[src/rtl/fpu_pkg.sv]
// Shared definitions for the FPU round-robin scheduler: op codes, response
// codes, scheduler states and the command/response records it carries.
package fpu_pkg;

  localparam logic [2:0] OP_ADD = 3'b000;
  localparam logic [2:0] OP_SUB = 3'b001;
  localparam logic [2:0] OP_MUL = 3'b010;

  typedef enum logic [1:0] {
    ERR_OK      = 2'b00,
    ERR_TIMEOUT = 2'b01,
    ERR_ILLEGAL = 2'b10
  } rsp_err_e;

  typedef enum logic [1:0] {
    ST_IDLE,
    ST_ISSUE,
    ST_WAIT,
    ST_RESP
  } sched_state_e;

  typedef struct packed {
    logic [31:0] op1;
    logic [31:0] op2;
    logic [2:0]  op_sel;
  } fpu_cmd_t;

  typedef struct packed {
    logic [31:0] result;
    logic        overflow;
    rsp_err_e    err;
  } fpu_rsp_t;

  function automatic logic is_legal_op(input logic [2:0] op_sel);
    return (op_sel == OP_ADD) || (op_sel == OP_SUB) || (op_sel == OP_MUL);
  endfunction

endpackage

[src/rtl/rr_arbiter.sv]
// Combinational round-robin pick: first requester after last_grant_i, searched
// cyclically. The pointer itself is owned by the caller.
module rr_arbiter #(
  parameter int NUM_REQ = 2,
  parameter int IDX_W   = (NUM_REQ > 1) ? $clog2(NUM_REQ) : 1
) (
  input  logic [NUM_REQ-1:0] req_i,
  input  logic [IDX_W-1:0]   last_grant_i,
  output logic [NUM_REQ-1:0] grant_o,
  output logic [IDX_W-1:0]   grant_idx_o,
  output logic               grant_valid_o
);

  logic [IDX_W-1:0] cand;

  always_comb begin
    // NOTE: every output gets a default before the search so no path leaves it unassigned (no latch).
    grant_o       = '0;
    grant_idx_o   = '0;
    grant_valid_o = 1'b0;
    cand          = '0;
    for (int k = 1; k <= NUM_REQ; k++) begin
      cand = IDX_W'((int'(last_grant_i) + k) % NUM_REQ);
      if (!grant_valid_o && req_i[cand]) begin
        grant_o[cand] = 1'b1;
        grant_idx_o   = cand;
        grant_valid_o = 1'b1;
      end
    end
  end

endmodule

[src/rtl/fpu_rr_scheduler.sv]
// Shares one FPU wrapper between NUM_REQ requesters: round-robin accept, one-cycle
// issue strobe, done-edge wait with timeout, one-hot response pulse to the issuer.
module fpu_rr_scheduler
  import fpu_pkg::*;
#(
  parameter int NUM_REQ        = 2,
  parameter int TIMEOUT_CYCLES = 16,
  parameter int CNT_W          = 5
) (
  input  logic                 clk,
  input  logic                 n_rst,
  input  logic [NUM_REQ-1:0]   req_valid,
  input  logic [NUM_REQ*32-1:0] req_op1,
  input  logic [NUM_REQ*32-1:0] req_op2,
  input  logic [NUM_REQ*3-1:0] req_op_sel,
  output logic [NUM_REQ-1:0]   req_ready,
  output logic [NUM_REQ-1:0]   rsp_valid,
  output logic [31:0]          rsp_result,
  output logic                 rsp_overflow,
  output logic [1:0]           rsp_err,
  output logic [31:0]          fpu_op1,
  output logic [31:0]          fpu_op2,
  output logic [2:0]           fpu_op_sel,
  output logic                 fpu_op_strobe,
  input  logic [31:0]          fpu_result,
  input  logic                 fpu_done,
  input  logic                 fpu_overflow
);

  localparam int IDX_W = (NUM_REQ > 1) ? $clog2(NUM_REQ) : 1;

  sched_state_e       state_q;
  fpu_cmd_t           cmd_q;
  fpu_rsp_t           rsp_q;
  logic [IDX_W-1:0]   grant_idx_q;
  logic [IDX_W-1:0]   last_grant_q;
  logic [NUM_REQ-1:0] grant_oh_q;
  logic [NUM_REQ-1:0] rsp_valid_q;
  logic               strobe_q;
  logic               done_q;
  logic [CNT_W-1:0]   cnt_q;

  logic [NUM_REQ-1:0] arb_grant;
  logic [IDX_W-1:0]   arb_idx;
  logic               arb_valid;
  fpu_cmd_t           sel_cmd;
  logic               accept;
  logic               done_rise;
  logic               timeout_hit;

  rr_arbiter #(
    .NUM_REQ (NUM_REQ),
    .IDX_W   (IDX_W)
  ) u_arb (
    .req_i         (req_valid),
    .last_grant_i  (last_grant_q),
    .grant_o       (arb_grant),
    .grant_idx_o   (arb_idx),
    .grant_valid_o (arb_valid)
  );

  always_comb begin
    sel_cmd = '0;
    for (int i = 0; i < NUM_REQ; i++) begin
      if (arb_grant[i]) begin
        sel_cmd.op1    = req_op1[32*i +: 32];
        sel_cmd.op2    = req_op2[32*i +: 32];
        sel_cmd.op_sel = req_op_sel[3*i +: 3];
      end
    end
  end

  // Ready is gated by reset as well so every output reads 0 while n_rst is low.
  assign req_ready   = (n_rst && state_q == ST_IDLE) ? arb_grant : '0;
  assign accept      = (state_q == ST_IDLE) && arb_valid;
  assign done_rise   = fpu_done && !done_q;
  assign timeout_hit = (cnt_q == CNT_W'(TIMEOUT_CYCLES - 1));

  always_ff @(posedge clk or negedge n_rst) begin
    if (!n_rst) begin
      state_q      <= ST_IDLE;
      cmd_q        <= '0;
      rsp_q        <= '0;
      grant_idx_q  <= '0;
      grant_oh_q   <= '0;
      last_grant_q <= IDX_W'(NUM_REQ - 1);
      rsp_valid_q  <= '0;
      strobe_q     <= 1'b0;
      done_q       <= 1'b0;
      cnt_q        <= '0;
    end else begin
      // NOTE: sequential state uses non-blocking assignments so every flop samples pre-edge values.
      strobe_q    <= 1'b0;
      rsp_valid_q <= '0;
      done_q      <= fpu_done;
      case (state_q)
        ST_IDLE: begin
          if (accept) begin
            cmd_q       <= sel_cmd;
            grant_idx_q <= arb_idx;
            grant_oh_q  <= arb_grant;
            if (is_legal_op(sel_cmd.op_sel)) begin
              strobe_q <= 1'b1;
              state_q  <= ST_ISSUE;
            end else begin
              rsp_q.result   <= '0;
              rsp_q.overflow <= 1'b0;
              rsp_q.err      <= ERR_ILLEGAL;
              rsp_valid_q    <= arb_grant;
              state_q        <= ST_RESP;
            end
          end
        end
        ST_ISSUE: begin
          cnt_q   <= '0;
          state_q <= ST_WAIT;
        end
        ST_WAIT: begin
          // A done level carried over from the previous op never forms an edge.
          if (done_rise) begin
            rsp_q.result   <= fpu_result;
            rsp_q.overflow <= fpu_overflow;
            rsp_q.err      <= ERR_OK;
            rsp_valid_q    <= grant_oh_q;
            state_q        <= ST_RESP;
          end else if (timeout_hit) begin
            rsp_q.result   <= '0;
            rsp_q.overflow <= 1'b0;
            rsp_q.err      <= ERR_TIMEOUT;
            rsp_valid_q    <= grant_oh_q;
            state_q        <= ST_RESP;
          end else begin
            cnt_q <= cnt_q + 1'b1;
          end
        end
        ST_RESP: begin
          last_grant_q <= grant_idx_q;
          state_q      <= ST_IDLE;
        end
        default: state_q <= ST_IDLE;
      endcase
    end
  end

  assign rsp_valid     = rsp_valid_q;
  assign rsp_result    = rsp_q.result;
  assign rsp_overflow  = rsp_q.overflow;
  assign rsp_err       = rsp_q.err;
  assign fpu_op1       = cmd_q.op1;
  assign fpu_op2       = cmd_q.op2;
  assign fpu_op_sel    = cmd_q.op_sel;
  assign fpu_op_strobe = strobe_q;

endmodule

[config.mk]
export PLATFORM = sky130hd
export DESIGN_NAME = fpu_rr_scheduler
export DESIGN_NICKNAME = d
export VERILOG_FILES = /design/src/rtl/fpu_pkg.sv /design/src/rtl/rr_arbiter.sv /design/src/rtl/fpu_rr_scheduler.sv
export SDC_FILE = /design/constraint.sdc
export NUM_CORES = 1
export LEC_CHECK = 0
export ABC_AREA = 0
export CAP_MARGIN = 20
export CORE_MARGIN = 5
export CORE_UTILIZATION = 39
export CTS_BUF_LIST = sky130_fd_sc_hd__clkbuf_16
export DETAILED_ROUTE_END_ITERATION = 10
export PLACE_DENSITY = 0.85
export SYNTH_ARGS = -nofsm -noshare
export SYNTH_HDL_FRONTEND = slang
export SYNTH_SLANG_ARGS = --single-unit
[constraint.sdc]
create_clock -name clk -period 2.7 [get_ports clk]
set_input_delay 0.27 -clock clk [delete_from_list [all_inputs] [get_ports clk]]
set_output_delay 0.27 -clock clk [all_outputs]
set_load 0.03 [all_outputs]
== Yosys cells after proc, flatten, opt, wreduce, memory -nomap -nowiden ==
Index checks and enable logic that the tools add are counted.
Word-level totals
  bits in registers: 117
  input bits: 172
  output and inout bits: 107
  logic and storage cells: 89
Cells by class
  add/subtract/negate cells: 3
  $lt $le $gt $ge: 4
  equality and inequality tests: 11
  multiplexer cells: 38
  bitwise operators: 1
  reductions and logical operators: 18
Operators with widths (count)
  35-bit 2-to-1 mux: 4
  67-bit 2-to-1 mux: 2
  35-bit case mux with 2 select lines: 1
  2-bit 2-to-1 mux: 11
  1-bit 2-to-1 mux: 13
  5-bit 2-to-1 mux: 2
  5-bit case mux with 2 select lines: 1
  2-bit != test, second input constant: 4
  2-bit case mux with 4 select lines: 1
  1-bit logical AND: 6
  5-bit by 1-bit adder with 5-bit output, second input constant: 1
  5-bit by 4-bit == test with 1-bit output, second input constant: 1
  2-bit == test, second input constant: 2
  1-bit by 2-bit < comparator with 1-bit output, second input constant: 2
  2-bit case mux with 2 select lines: 1
  2-bit AND reduction: 2
  4-bit AND reduction: 1
  2-bit nonzero test: 2
  3-bit by 1-bit == test with 1-bit output, second input constant: 1
  3-bit by 2-bit == test with 1-bit output, second input constant: 1
  3-bit logical NOT: 1
  3-bit != test, second input constant: 1
  3-bit AND reduction: 1
  1-bit adder, second input constant: 2
  other kinds (7): 11

== Depth between registers and ports, before layout ==
Gate-level depths: netlist of run 1.
  depth in word-level cells: 16
  depth in mapped cells: 10

== By module ==
Synthesis of run 1 repeated with hierarchy kept, for this count alone.
Second synthesis, totals
  cells, all modules: 477
  area, all modules: 5029.8 µm²
By module, submodules not included
  fpu_rr_scheduler: instances 1, cells each 472, area an instance 4997.3 µm², seq. area each 2929.1 µm²
  rr_arbiter: instances 1, cells each 5, area an instance 32.5 µm², seq. area each 0.0 µm²

== Worst setup path after synthesis of run 1 ==
No wires, ideal clock.
  path kind: reg2reg
  start: register cnt_q[0]
  end: register rsp_q (netlist bit rsp_err[0])
  data arrival time: 1.918 ns
  data required time: 2.575 ns
  slack: 0.657 ns
  stages on the path, launching flop included: 11
  clock period less this slack: 2.043 ns
  path through: dfrtp_1 ha_1 and3_1 ha_1 nor2b_1 a22oi_1 o21ai_1 or2_1 buf_2 buf_6 o21ai_1
On the way
  longest elaborated chain between the ends: 3
Ends and longest elaborated chain
  start: declaration: RTL line fpu_rr_scheduler.sv:41  | logic [CNT_W-1:0] cnt_q;
  start signal: assignment: RTL line fpu_rr_scheduler.sv:133  | cnt_q <= cnt_q + 1'b1;
  5-bit by 4-bit == test with 1-bit output: RTL line fpu_rr_scheduler.sv:77  | assign timeout_hit = (cnt_q == CNT_W'(TIMEOUT_CYCLES - 1));
  3-bit != test (no line)
  4-bit AND reduction (no line)
  end: declaration: RTL line fpu_rr_scheduler.sv:34  | fpu_rsp_t rsp_q;
Every way passes these cells.
A chain may end at the register's enable or synchronous reset.

== Worst setup path after layout of run 1 ==
  start: register state_q[1]
  end: output port req_ready[0]
On the way
  longest elaborated chain between the ends: 3
Ends and longest elaborated chain
  start: declaration: RTL line fpu_rr_scheduler.sv:32  | sched_state_e state_q;
  start signal: assignment: RTL line fpu_rr_scheduler.sv:81  | state_q <= ST_IDLE;
  start signal: assignment: RTL line fpu_rr_scheduler.sv:104  | state_q <= ST_ISSUE;
  start signal: assignment: RTL line fpu_rr_scheduler.sv:110  | state_q <= ST_RESP;
  2-bit logical NOT: RTL line fpu_rr_scheduler.sv:74  | assign req_ready = (n_rst && state_q == ST_IDLE) ? arb_grant : '0;
  1-bit logical AND: RTL line fpu_rr_scheduler.sv:74
  2-bit 2-to-1 mux: RTL line fpu_rr_scheduler.sv:74
  end: declaration: RTL line fpu_rr_scheduler.sv:16  | output logic [NUM_REQ-1:0] req_ready,
Every way passes these cells.

==> metrics, run 1 <==
status=completed; Worst VDD drop=approximately 670 µV; drt first pass iters=5; routed wl met2=roughly 8600 µm; final setup fails=0; Slew HR=between 40% and 50%; Post-Syn Nets=slightly above 700; dominant synthesized flop cell=dfrtp_1; top post-synthesis cells by area=dfrtp_1 (57%), o21ai_0 (11%), a22oi_1 (9.6%), nand2_1 (8.1%), o21ai_1 (3.1%); most frequent cells after synthesis=dfrtp_1 (116), o21ai_0 (112), nand2_1 (110), a22oi_1 (65); Crit Path Class=register to output port; total power density per cell area=1060 nW/µm²; IO Pins=between 200 and 300; Tot GR Track Use=between 20 and 25%; Finished Layout Cells=about 980; crit path max fanout=11; post-CTS setup buffer count=0; Root Driver=clkbuf_16; Setup WS post-layout=between 0.15 and 0.2 ns; number of diodes=0; CTS buffer count=17; Overflow after GRT=0; Layout area overhead=68.8%; clock network latency to the later pin of the worst-skew pair=0.40 ns; final setup TNS=0 ns; CTS tree=done; Worst EP arrival=roughly 2.3 ns; WL/cell=around 18 µm; unrepaired setup endpoints after global routing=no; clock buffer depth=2; H-tree levels=4; R2R cell count=9; Synth Cell Area=5110 µm²; drt total wl=about 17000 µm; leak pwr=roughly 3.6 nW; full die area=roughly 15000 µm²; Initial Utilization=40.1%; Yosys reg bits=between 100 and 150; Critical Path Source Type=register; placed cells=between 900 and 1k; post-synth top area share=between 50% and 60%; num rows=around 40; antenna viol nets, final=0; hold crit path type=primary input to asynchronous set/reset pin; routability cong.=between 0.8 and 0.9; first-pass GRT wire length=27900 µm; Least-Margin Pin Slew=roughly 0.84 ns; fmax=just under 0.4 GHz; Clock transition at path regs=roughly 0.060 ns; routed length on met3=around 1700 µm; Max Clock Skew=between 0.009 and 0.01 ns; Die Y=around 120 µm; routed via count=just over 5k; vias in the first global route=5378; clk sink count=approximately 120; Gate Count Post-Synth=530; max-cap check violation count=0; Via density=approximately 5.2; Detail Placement HPWL=approximately 13000 µm; antenna violations before repair=1; wl on met1=around 6600 µm; Worst EP required=approximately 2.4 ns; layout filler cell count=969; nets=972; Async S/R FF share, synth=100%; unique cell type count in the Yosys netlist=31; Residual DRC=0; post-synthesis sequential area ratio=57.3%; die width=124 µm; R2R setup slack=0.46 ns; Synth Warn #=0; number of synthesized flops with an enable pin=0; core area=roughly 13000 µm²; final hold vios=0; Buffers on Ports=278; top-count cell post-synth=dfrtp_1; Tmin final=~2.5 ns; Yosys top cell by area=dfrtp_1; Worst R2R Start=cnt_q[0]; worst flop-to-flop path endpoint=rsp_result[12]; top routing layer used=met5; pre-CTS setup slack=0.345 ns; final worst path period share=between 90% and 100%; largest net degree at the start of global routing=86; share of layout cells above drive strength 1=around 6.2%; initial DRC count=~320; Crit. End Element=output port; Slew Limit Fails=0; Synth Area per Inst=9.64 µm²
## metrics by stage
stage	hold slack (ns)	util (%)	area, µm²	total power [mW]
floorplan	-0.0256	-	5110	5.17
global placement	0.0713	63.1	8020	6.88
detailed placement	0.0781	63.1	8020	7.04
CTS	0.188	67.8	8620	9.27
global route	0.196	67.8	8620	9.72
finish	0.214	67.8	8620	9.16
## flip-flops by register name, summed over array words and instances, names as in the netlist
name,flops
fpu_op1,32
fpu_op2,32
rsp_result,32
cnt_q,5
fpu_op_sel,3
grant_oh_q,2
rsp_err,2
rsp_valid,2
state_q,2
done_q,1
fpu_op_strobe,1
grant_idx_q,1
last_grant_q,1
rsp_overflow,1
## metal layers
layer	up-vias	GRT usage [%]
met5	-	0
met4	2	8.51
met3	39	9.31
met2	267	37.7
met1	2400	24.9
li1	2410	-
## layout by cell type (no fill, tap or decap), types with 2 or more instances in the layout
cell,instances
o21ai_0,112
nand2b_1,3
buf_12,2
xor2_1,2
and2_1,2
buf_4,11
a22oi_1,65
nor2_1,5
inv_1,6
nand2_1,110
bufinv_16,2
nor2b_1,4
clkdlybuf4s50_1,276
dfrtp_1,116
o22ai_1,2
o21ai_1,30
and3_1,3
a32oi_1,3
ha_1,6
nand3_1,3
clkinv_4,6
clkbuf_16,17
clkinvlp_4,4
## power by group
part	internal [mW]	switching [mW]	leakage [nW]
sequential	2.38	0.337	1.53
clock	1.36	0.807	0.277
combinational	1.64	2.64	1.77
## timing repair
| item | CTS | global route |
|---|---|---|
| gates resized for setup | 0 | 0 |
| hold buffers | 1 | 0 |
| endpoints found under the hold margin | 2 | 0 |
## worst max-delay path: stages, from the launching register on
cell,delay (ns)
dfrtp_1,0.40
inv_1,0.10
ha_1,0.46
and3_1,0.23
clkdlybuf4s50_1,0.66
## layout make-up
class | instances | area [µm²] | share of cell area (%)
clock buffer | 17 | 425 | 4.94
sequential | 117 | 2930 | 34.0
clock inverter | 15 | 160 | 1.86
multi-input combinational | 363 | 1980 | 22.9
inverter | 5 | 18.8 | 0.218
tap | 172 | 215 | 2.50
timing repair buffer | 290 | 2900 | 33.6
## how the worst max path moves through the flow
stage | from | endpoint | slack (ns) | cells past startpoint
after floorplan | cnt_q[0] | rsp_err[0] | 0.66 | 10
after detailed placement | req_valid[0] | rsp_result[12] | 0.34 | 8
after global routing | state_q[1] | req_ready[0] | 0.05 | 4
after CTS | state_q[1] | req_ready[0] | 0.18 | 4
final | state_q[1] | req_ready[0] | 0.18 | 4
after global placement | req_valid[0] | rsp_result[12] | 0.42 | 8
## kinds of logic (layout without fill, tap and decap cells)
kind of cell	count (synthesis)	after routing	share of synthesized area, %
AOI/OAI and AO/OA	219	219	25.5
and+or+nand+nor	135	135	10.8
DFF	117	117	57.3
buffers and inverters	50	327	4.29
adders and majority gates	6	6	1.47
xor gates and xnor gates	2	2	0.343
muxes	1	1	0.220
Power figures use the tool's default switching activity.
==> run 2: changes to the inputs <==
- ABC_AREA: 0 -> 1
- CORE_UTILIZATION: 39 -> 41
==> run 2 against run 1 <==
Compared with the run above:
- final cell count grew 16%
- cell area grew 5.1%
- critical path depth grew 1
- clock skew shrank 0.0019 ns
- register-to-register slack gained 0.15 ns
- via count grew 17%
- sequential share of layout area shrank 1.6 points
- highest routed layer is now met4
==> metrics, run 2 <==
status=completed; Yosys top cell by area=dfrtp_1; Detail Placement HPWL=13500 µm; layout filler cell count=1146; Reg power frac=approximately 28%; antenna violations before repair=0; Worst EP arrival=1.87 ns; Post-Syn Nets=slightly below 900; full die area=around 16000 µm²; dominant synthesized flop cell=dfrtp_1; Tmin final=2.14 ns; Synth Cell Area=~5700 µm²; commonest cells after routing, fill and taps aside=clkdlybuf4s50_1 (273), nand3_1 (174), dfrtp_1 (116); final hold vios=0; Sw Ratio=43.6%; R2R cell count=11; Synth Warn #=0; Crit. End Element=output port; H-tree levels=4; most frequent cells after synthesis=nand3_1 (174), dfrtp_1 (116), nor2_1 (107), nand2_1 (88), a31oi_1 (66); unique cell type count in the Yosys netlist=29; post-CTS setup buffer count=0; worst flop-to-flop path endpoint=rsp_result[15]; internal cell power=between 5 and 6 mW; vias in the first global route=around 6.0k; number of diodes=0; Layout area overhead=58.7%; Overflow after GRT=0; Root Driver=clkbuf_16; Final Power=10.3 mW; post-synthesis sequential area ratio=between 50 and 60%; die width=128 µm; post-synth top area share=between 50% and 60%; total power density per cell area=1130 nW/µm²; routed via count=~6.0k; core area=roughly 14000 µm²; clock buffer depth=2; crit path max fanout=7; nets=1125; most common cell after layout, fill and taps aside=clkdlybuf4s50_1; clock network latency to the later pin of the worst-skew pair=0.41 ns; Gate power share=between 50 and 60%; drt total wl=a little under 20000 µm; antenna viol nets, final=0; largest net degree at the start of global routing=79; Max Clock Skew=between 0.007 and 0.008 ns; Yosys reg bits=between 100 and 150; drt first pass iters=4; CTS tree=done; routability cong.=between 0.7 and 0.8; Via density=approximately 5.2; Tot GR Track Use=23.5%; CTS buffer count=17; WL/cell=~17 µm; Worst EP required=approximately 2.4 ns; Worst VDD drop=around 540 µV; leak pwr=slightly above 4 nW; final worst path period share=about four fifths; final setup TNS=0 ns; top post-synthesis cells by area=dfrtp_1 (51%), nand3_1 (15%), a31oi_1 (7.2%), nor2_1 (7.0%), nand2_1 (5.8%); Residual DRC=0; Initial Utilization=41.4%; final setup fails=0; Critical Path Source Type=register; IO Pins=279; area of the multi-input gates=roughly 2300 µm²; Gate Count Post-Synth=just under 700; max-cap check violation count=0; R2R setup slack=roughly 0.6 ns; unrepaired setup endpoints after global routing=no; CP peak stage delay=roughly 0.4 ns; initial DRC count=just over 400; CP Buf/Inv Count=2; Async S/R FF share, synth=between 90% and 100%; share of layout cells above drive strength 1=around 6%; largest delay contributor family on the critical path=simple AND/OR/NAND/NOR gates; Die Y=roughly 130 µm; Net Sw Power=4.47 mW; Slew HR=a little under 50%; Buffers on Ports=between 200 and 300; worst path cell trace=inv_1, ha_1, nand3_1, nor2_1, buf_12; first-pass GRT wire length=slightly above 30000 µm; CP max stage cell=dfrtp_1; top-count cell post-synth=nand3_1; num rows=43; Least-Margin Pin Slew=0.773 ns; Clk pwr share=a little under 20%; Synth Area per Inst=between 8 and 9 µm²; fmax=roughly 0.47 GHz; number of synthesized flops with an enable pin=0; Worst R2R Start=cnt_q[0]; hold crit path type=primary input to asynchronous set/reset pin; Crit Path Class=register to output port; FF/Latch Area=just under 3000 µm²; Clock transition at path regs=0.05 ns; clk sink count=between 100 and 150; Slew Limit Fails=0
run 2: cell count changes after synthesis, moves of 30 or more:
cell	change
nand3_1	+171
o21ai_0	-108
nor2_1	+102
a31oi_1	+66
a22oi_1	-65
inv_1	+45
o21ai_1	-30
run 2: how the worst max path moves through the flow:
stage / slack, ns / cells after the start / end / from
after floorplan: 0.92 / 12 / rsp_err[0] / cnt_q[0]
after global placement: 0.76 / 11 / rsp_err[0] / cnt_q[0]
after detailed placement: 0.64 / 11 / rsp_result[22] / cnt_q[0]
after CTS: 0.53 / 5 / req_ready[1] / state_q[1]
after global routing: 0.40 / 6 / req_ready[0] / last_grant_q
final: 0.56 / 5 / req_ready[1] / state_q[1]
run 2: power by group through the flow:
stage          Sequential (mW)  Clock [mW]  Combinational [mW]
5_1_grt                   3.02        2.13                5.74
3_5_place_dp              2.92           0                5.33
2_1_floorplan             4.19           0                1.98
6_report                  2.91        2.01                5.33
4_1_cts                   2.91        2.05                5.36
3_3_place_gp              2.89           0                5.27
run 2: logic make-up after synthesis:
family | synth area share, %
and+or+nand+nor | 29.7
DFF | 51.3
buffers and inverters | 8.77
AOI/OAI and AO/OA | 8.73
adders and majority gates | 1.32
muxes | 0.175
run 2: per-stage QoR:
| stage | hold WS [ns] | worst slack, ns | cell area, µm² | cells | utilization (%) |
|---|---|---|---|---|---|
| final | 0.214 | 0.555 | 9060 | 1139 | 65.8 |
| after global routing | 0.195 | 0.400 | 9060 | 1139 | 65.8 |
| after CTS | 0.191 | 0.528 | 9060 | 1139 | 65.8 |
| after detailed placement | 0.0804 | 0.640 | 8520 | 1107 | 61.9 |
| after global placement | 0.0794 | 0.763 | 8520 | 1107 | 61.9 |
| after floorplan | -0.0256 | 0.921 | 5710 | 692 | - |
run 2: layer usage:
| layer | vias to the layer above | routed length, µm | track usage [%] |
|---|---|---|---|
| li1 | 2835 | - | - |
| met1 | 2792 | 7140 | 26.0 |
| met2 | 275 | 9190 | 38.0 |
| met3 | 62 | 2140 | 9.92 |
| met4 | 0 | 818 | 13.0 |
| met5 | - | 0 | 0 |
run 2: cell type report:
type,instances,share of cell area [%]
flip-flops and latches,117,32.3
repair buffers,293,32.1
multi-input cells,466,25.1
clock buffers,17,4.70
well taps,180,2.49
inverters,52,2.18
clock inverters,14,1.06
run 2: what timing repair did:
action                                  in CTS  in global routing
endpoints found under the setup margin       0                  0
endpoints found under the hold margin        3                  0
hold buffers                                 1                  0
resized for setup                            0                  0
run 2: worst reg2reg max path, delay by kind of cell, from the launching register on:
kind                     cells  cell delay [ns]
AND/OR/NAND/NOR              5             0.70
adder cells (fa/ha/maj)      2             0.35
AO/OA/AOI/OAI                1             0.10
flip-flops                   1             0.39
buffers and inverters        3             0.50
==> run 3: changes to the inputs <==
- clock period: 2.7 -> 2.22 ns (I/O delays scaled with it)
==> run 3 against run 2 <==
Compared with the run above:
- critical path depth is the same
- non-clock buffer count shrank 1
- sequential cell count is the same
- cell area grew 1.3%
- utilization grew 0.87 points
- sequential power grew 21%
- first-iteration DRC count grew 1.5%
- hold slack lost 0.024 ns
- combinational power grew 26%
- count of clock-buffer cells in the layout is the same
- worst setup slack lost 0.36 ns
- global-route usage shrank 0.80 points
- largest power group unchanged
==> metrics, run 3 (same netlist as run 2, synthesis figures left out) <==
Residual DRC=0; drt total wl=around 19000 µm; Clock transition at path regs=0.05 ns; H-tree levels=4; Overflow after GRT=0; Critical Path Source Type=register; R2R setup slack=roughly 0.2 ns; unrepaired setup endpoints after global routing=no; Root Driver=clkbuf_16; clock network latency to the later pin of the worst-skew pair=0.42 ns; CTS buffer count=17; die width=between 100 and 150 µm; drt first pass iters=5; Detail Placement HPWL=approximately 13000 µm; Die Y=128 µm; Reg power frac=a little over a quarter; most common cell after layout, fill and taps aside=clkdlybuf4s50_1; Slew Limit Fails=0; CTS tree=done; Clk pwr share=between 20% and 30%; Crit Path Class=register to output port; Worst EP required=~2.0 ns; internal cell power=around 7.4 mW; Final Core Density=66.6%; CP max stage cell=dfrtp_1; share of layout cells above drive strength 1=about 6%; CP peak stage delay=about 0.40 ns; antenna viol nets, final=0; IO Pins=approximately 280; final hold vios=0; Max Clock Skew=between 0.007 and 0.008 ns; WL/cell=~17 µm; routability cong.=0.790; leak pwr=approximately 4 nW; Net Sw Power=roughly 5.5 mW; largest net degree at the start of global routing=about 120; Via density=between 5 and 6; Tmin final=roughly 2 ns; final setup TNS=0 ns; antenna violations before repair=0; final worst path period share=approximately 91%; status=completed; initial DRC count=around 420; first-pass GRT wire length=approximately 30000 µm; Crit. End Element=output port; vias in the first global route=approximately 5.9k; number of diodes=0; final setup fails=0; clk sink count=roughly 120; nets=1125; routed via count=~6k; Gate power share=roughly 52%; Least-Margin Pin Slew=around 0.72 ns; total power density per cell area=1410 nW/µm²; Slew HR=between 50% and 60%; Sw Ratio=a little over two fifths; worst path cell trace=inv_1, ha_2, nand3_1, nor2_1, buf_12; clock buffer depth=2; Layout area overhead=60.8%; Tot GR Track Use=a little under a quarter; Buffers on Ports=278; crit path max fanout=7; Worst EP arrival=1.80 ns; Initial Utilization=between 40% and 50%; full die area=16400 µm²; commonest cells after routing, fill and taps aside=clkdlybuf4s50_1 (273), nand3_1 (174), dfrtp_1 (116); core area=13800 µm²; fmax=approximately 0.49 GHz; max-cap check violation count=0; Worst VDD drop=847 µV; num rows=43; hold crit path type=primary input to register
-- run 3: cell types whose count changed in the layout (fill, tap and decap cells not counted) --
cell        previous run  this run
ha_2                   0         1
buf_12                 2         6
inv_1                 51        52
ha_1                   6         5
nand2_8                0         1
buf_4                 15        10
nand3_4                0         1
clkinvlp_4             3         2
nand3_2                2         1
clkinv_1               5         3
clkinv_4               0         1
clkinv_2               5         3
bufinv_16              1         3
-- run 3: path summary, 6_finish.rpt --
kind                                     from        endpoint  cells after the start
worst max-delay path               state_q[0]    req_ready[1]                      5
worst min-delay path             req_valid[0]   fpu_op_sel[1]                      3
worst max register to register       cnt_q[1]  rsp_result[19]                     12
worst min register to register  rsp_result[2]   rsp_result[2]                      2
max in group asynchronous               n_rst      fpu_op2[3]                      3
min in group asynchronous               n_rst   rsp_result[9]                      3
-- run 3: stage by stage --
step                setup slack, ns  instance area (µm²)  instances  hold slack, ns  total power [mW]
floorplan                     0.441                 5710        692         -0.0736              7.51
global placement              0.294                 8540       1104           0.391              9.97
detailed placement            0.147                 8540       1104           0.388              10.1
CTS                           0.115                 9120       1135           0.173              12.8
global route                 0.0224                 9180       1138           0.193              13.7
finish                        0.194                 9180       1138           0.190              12.9
-- run 3: per-layer routing --
metal | global-route usage, % | up-vias | share of wire [%]
met5 | 0 | - | 0
met4 | 8.61 | 0 | 3.0
met3 | 9.92 | 43 | 11
met2 | 37.4 | 290 | 48
met1 | 26.0 | 2852 | 38
li1 | - | 2840 | -
-- run 3: critical path: cells and delay by family, from the launching register on --
kind	cells	cell delay, ns
and+or+nand+nor	2	0.42
DFF	1	0.40
adders and majority gates	1	0.30
buffers and inverters	2	0.27
-- run 3: cell type report --
class	instances	area, µm²
repair buffers	292	2950
inverters	52	198
clock buffers	17	425
flip-flops and latches	117	2930
multi-input cells	467	2310
well taps	180	225
clock inverters	13	144
fillers	1118	4600
-- run 3: timing repair --
action / CTS / global route
hold buffers: 1 / 0
endpoints found under the hold margin: 116 / 0
resized for setup: 0 / 3
setup endpoints to repair: 0 / 36
setup buffers: 0 / 2
-- run 3: power groups by stage --
stage / Clock, mW / Sequential (mW) / Combinational [mW]
finish: 2.68 / 3.52 / 6.72
global route: 2.81 / 3.64 / 7.22
CTS: 2.72 / 3.53 / 6.57
detailed placement: 0 / 3.56 / 6.54
global placement: 0 / 3.52 / 6.45
floorplan: 0 / 5.10 / 2.41
==> RTL change, RTL diff (config.mk and constraints of run 2) <==
Reset style: synchronous (`n_rst`), changed in one clocked block.
--- a/src/rtl/fpu_rr_scheduler.sv
+++ b/src/rtl/fpu_rr_scheduler.sv
@@ -76,7 +76,7 @@
   assign done_rise   = fpu_done && !done_q;
   assign timeout_hit = (cnt_q == CNT_W'(TIMEOUT_CYCLES - 1));
 
-  always_ff @(posedge clk or negedge n_rst) begin
+  always_ff @(posedge clk) begin
     if (!n_rst) begin
       state_q      <= ST_IDLE;
       cmd_q        <= '0;
Formal check against the unedited RTL: differs if n_rst is asserted again (counterexample within 4 cycles, from zero or initial values and one cycle with n_rst low); with n_rst held inactive, the same outputs for 4 cycles.
==> RTL change against run 2 <==
Sequential share of layout area is 5.0 points lower. Routed wire length shrank 4.9%. Cell count up 3.5%. Largest power group unchanged. Final area decreased by 5.3%. Total power down 13%. Area after synthesis decreased by 7.4%. Fmax rose by 3.7%. Worst hold slack better by 210 ps. Synthesized cell count is 7.4% higher. Non-clock buffer count shrank 3. Critical endpoint unchanged. First-iteration DRC count down 32%. Sequential cell count unchanged. Largest cell class is now buffers. Setup slack improved by 77 ps. Global-route usage down 0.14 points.
==> RTL change: results (changes against run 2) <==
outcome finished clean; multi-input gates 530 (+14%); maximum vdd drop 0.531 mV (-1.4%); Hold Path Class in -> reg; met3 GRT Util 10.4% (+0.51 points); largest net degree at the start of global routing 71 (-10%); Synth area leaders dfxtp_1 44%, nand2_1 15%, nand3_1 8.0%; crit path max fanout 32 (+25); DP Worst Slack 328 ps (-312 ps); Setup Skew 6.63 ps (-0.680 ps); sequential area share after synthesis 44.3% (-7.0 points); Synth Area in Compound Gates 15.3% (+6.6 points); slowest library cell on the worst path clkdlybuf4s50_1; met1 usage 26.1% (+0.064 points); switching power total 3760 uW (-16%); met2 Track Usage GR 38.0% (-0.092 points); non-clock buffer count 290 (-1.0%); Cell variety after synth 31 (+6.9%); Non-Filler Instances 1179 (+3.5%); Tot GR Track Use 23.3% (-0.14 points); Leading cell kind buffers; Non-clock inverters 39 (-25%); Combinational Power Share 49.7% (-2.3 points); Vias 5937 (-0.45%); Clock buf/inv share 5.87% (+0.10 points); Slew HR 53.4% (+4.9 points); Post-synth top cells 215 x nand2_1, 117 x dfxtp_1, 85 x nand3_1; area growth from synthesis to layout 62.2%
==> RTL change: critical path, delay by kind of cell <==
family | cells | cell delay, ps
buf+inv | 3 | 750
simple gates | 4 | 770
==> RTL change: layer usage <==
layer / share of wire, % / wire length, um
met1: 38 / 7030
met2: 48 / 8750
met3: 10 / 1920
met4: 3.5 / 643
met5: 0 / 0
==> RTL change: worst max-delay path by stage <==
stage / startpoint / endpoint / slack (ps) / cells after the start
3_3_place_gp: req_valid[0] / rsp_result[6]$_SDFFE_PN0P_ / 400 / 9
4_1_cts: state_q[0]$_SDFFE_PN0P_ / req_ready[1] / 620 / 7
5_1_grt: cnt_q[0]$_SDFFE_PN0P_ / rsp_err[0]$_SDFFE_PN0P_ / 400 / 12
6_report: req_valid[0] / req_ready[1] / 630 / 7
3_5_place_dp: req_valid[0] / rsp_result[22]$_SDFFE_PN0P_ / 330 / 9
2_1_floorplan: state_q[0]$_SDFFE_PN0P_ / req_ready[1] / 720 / 8
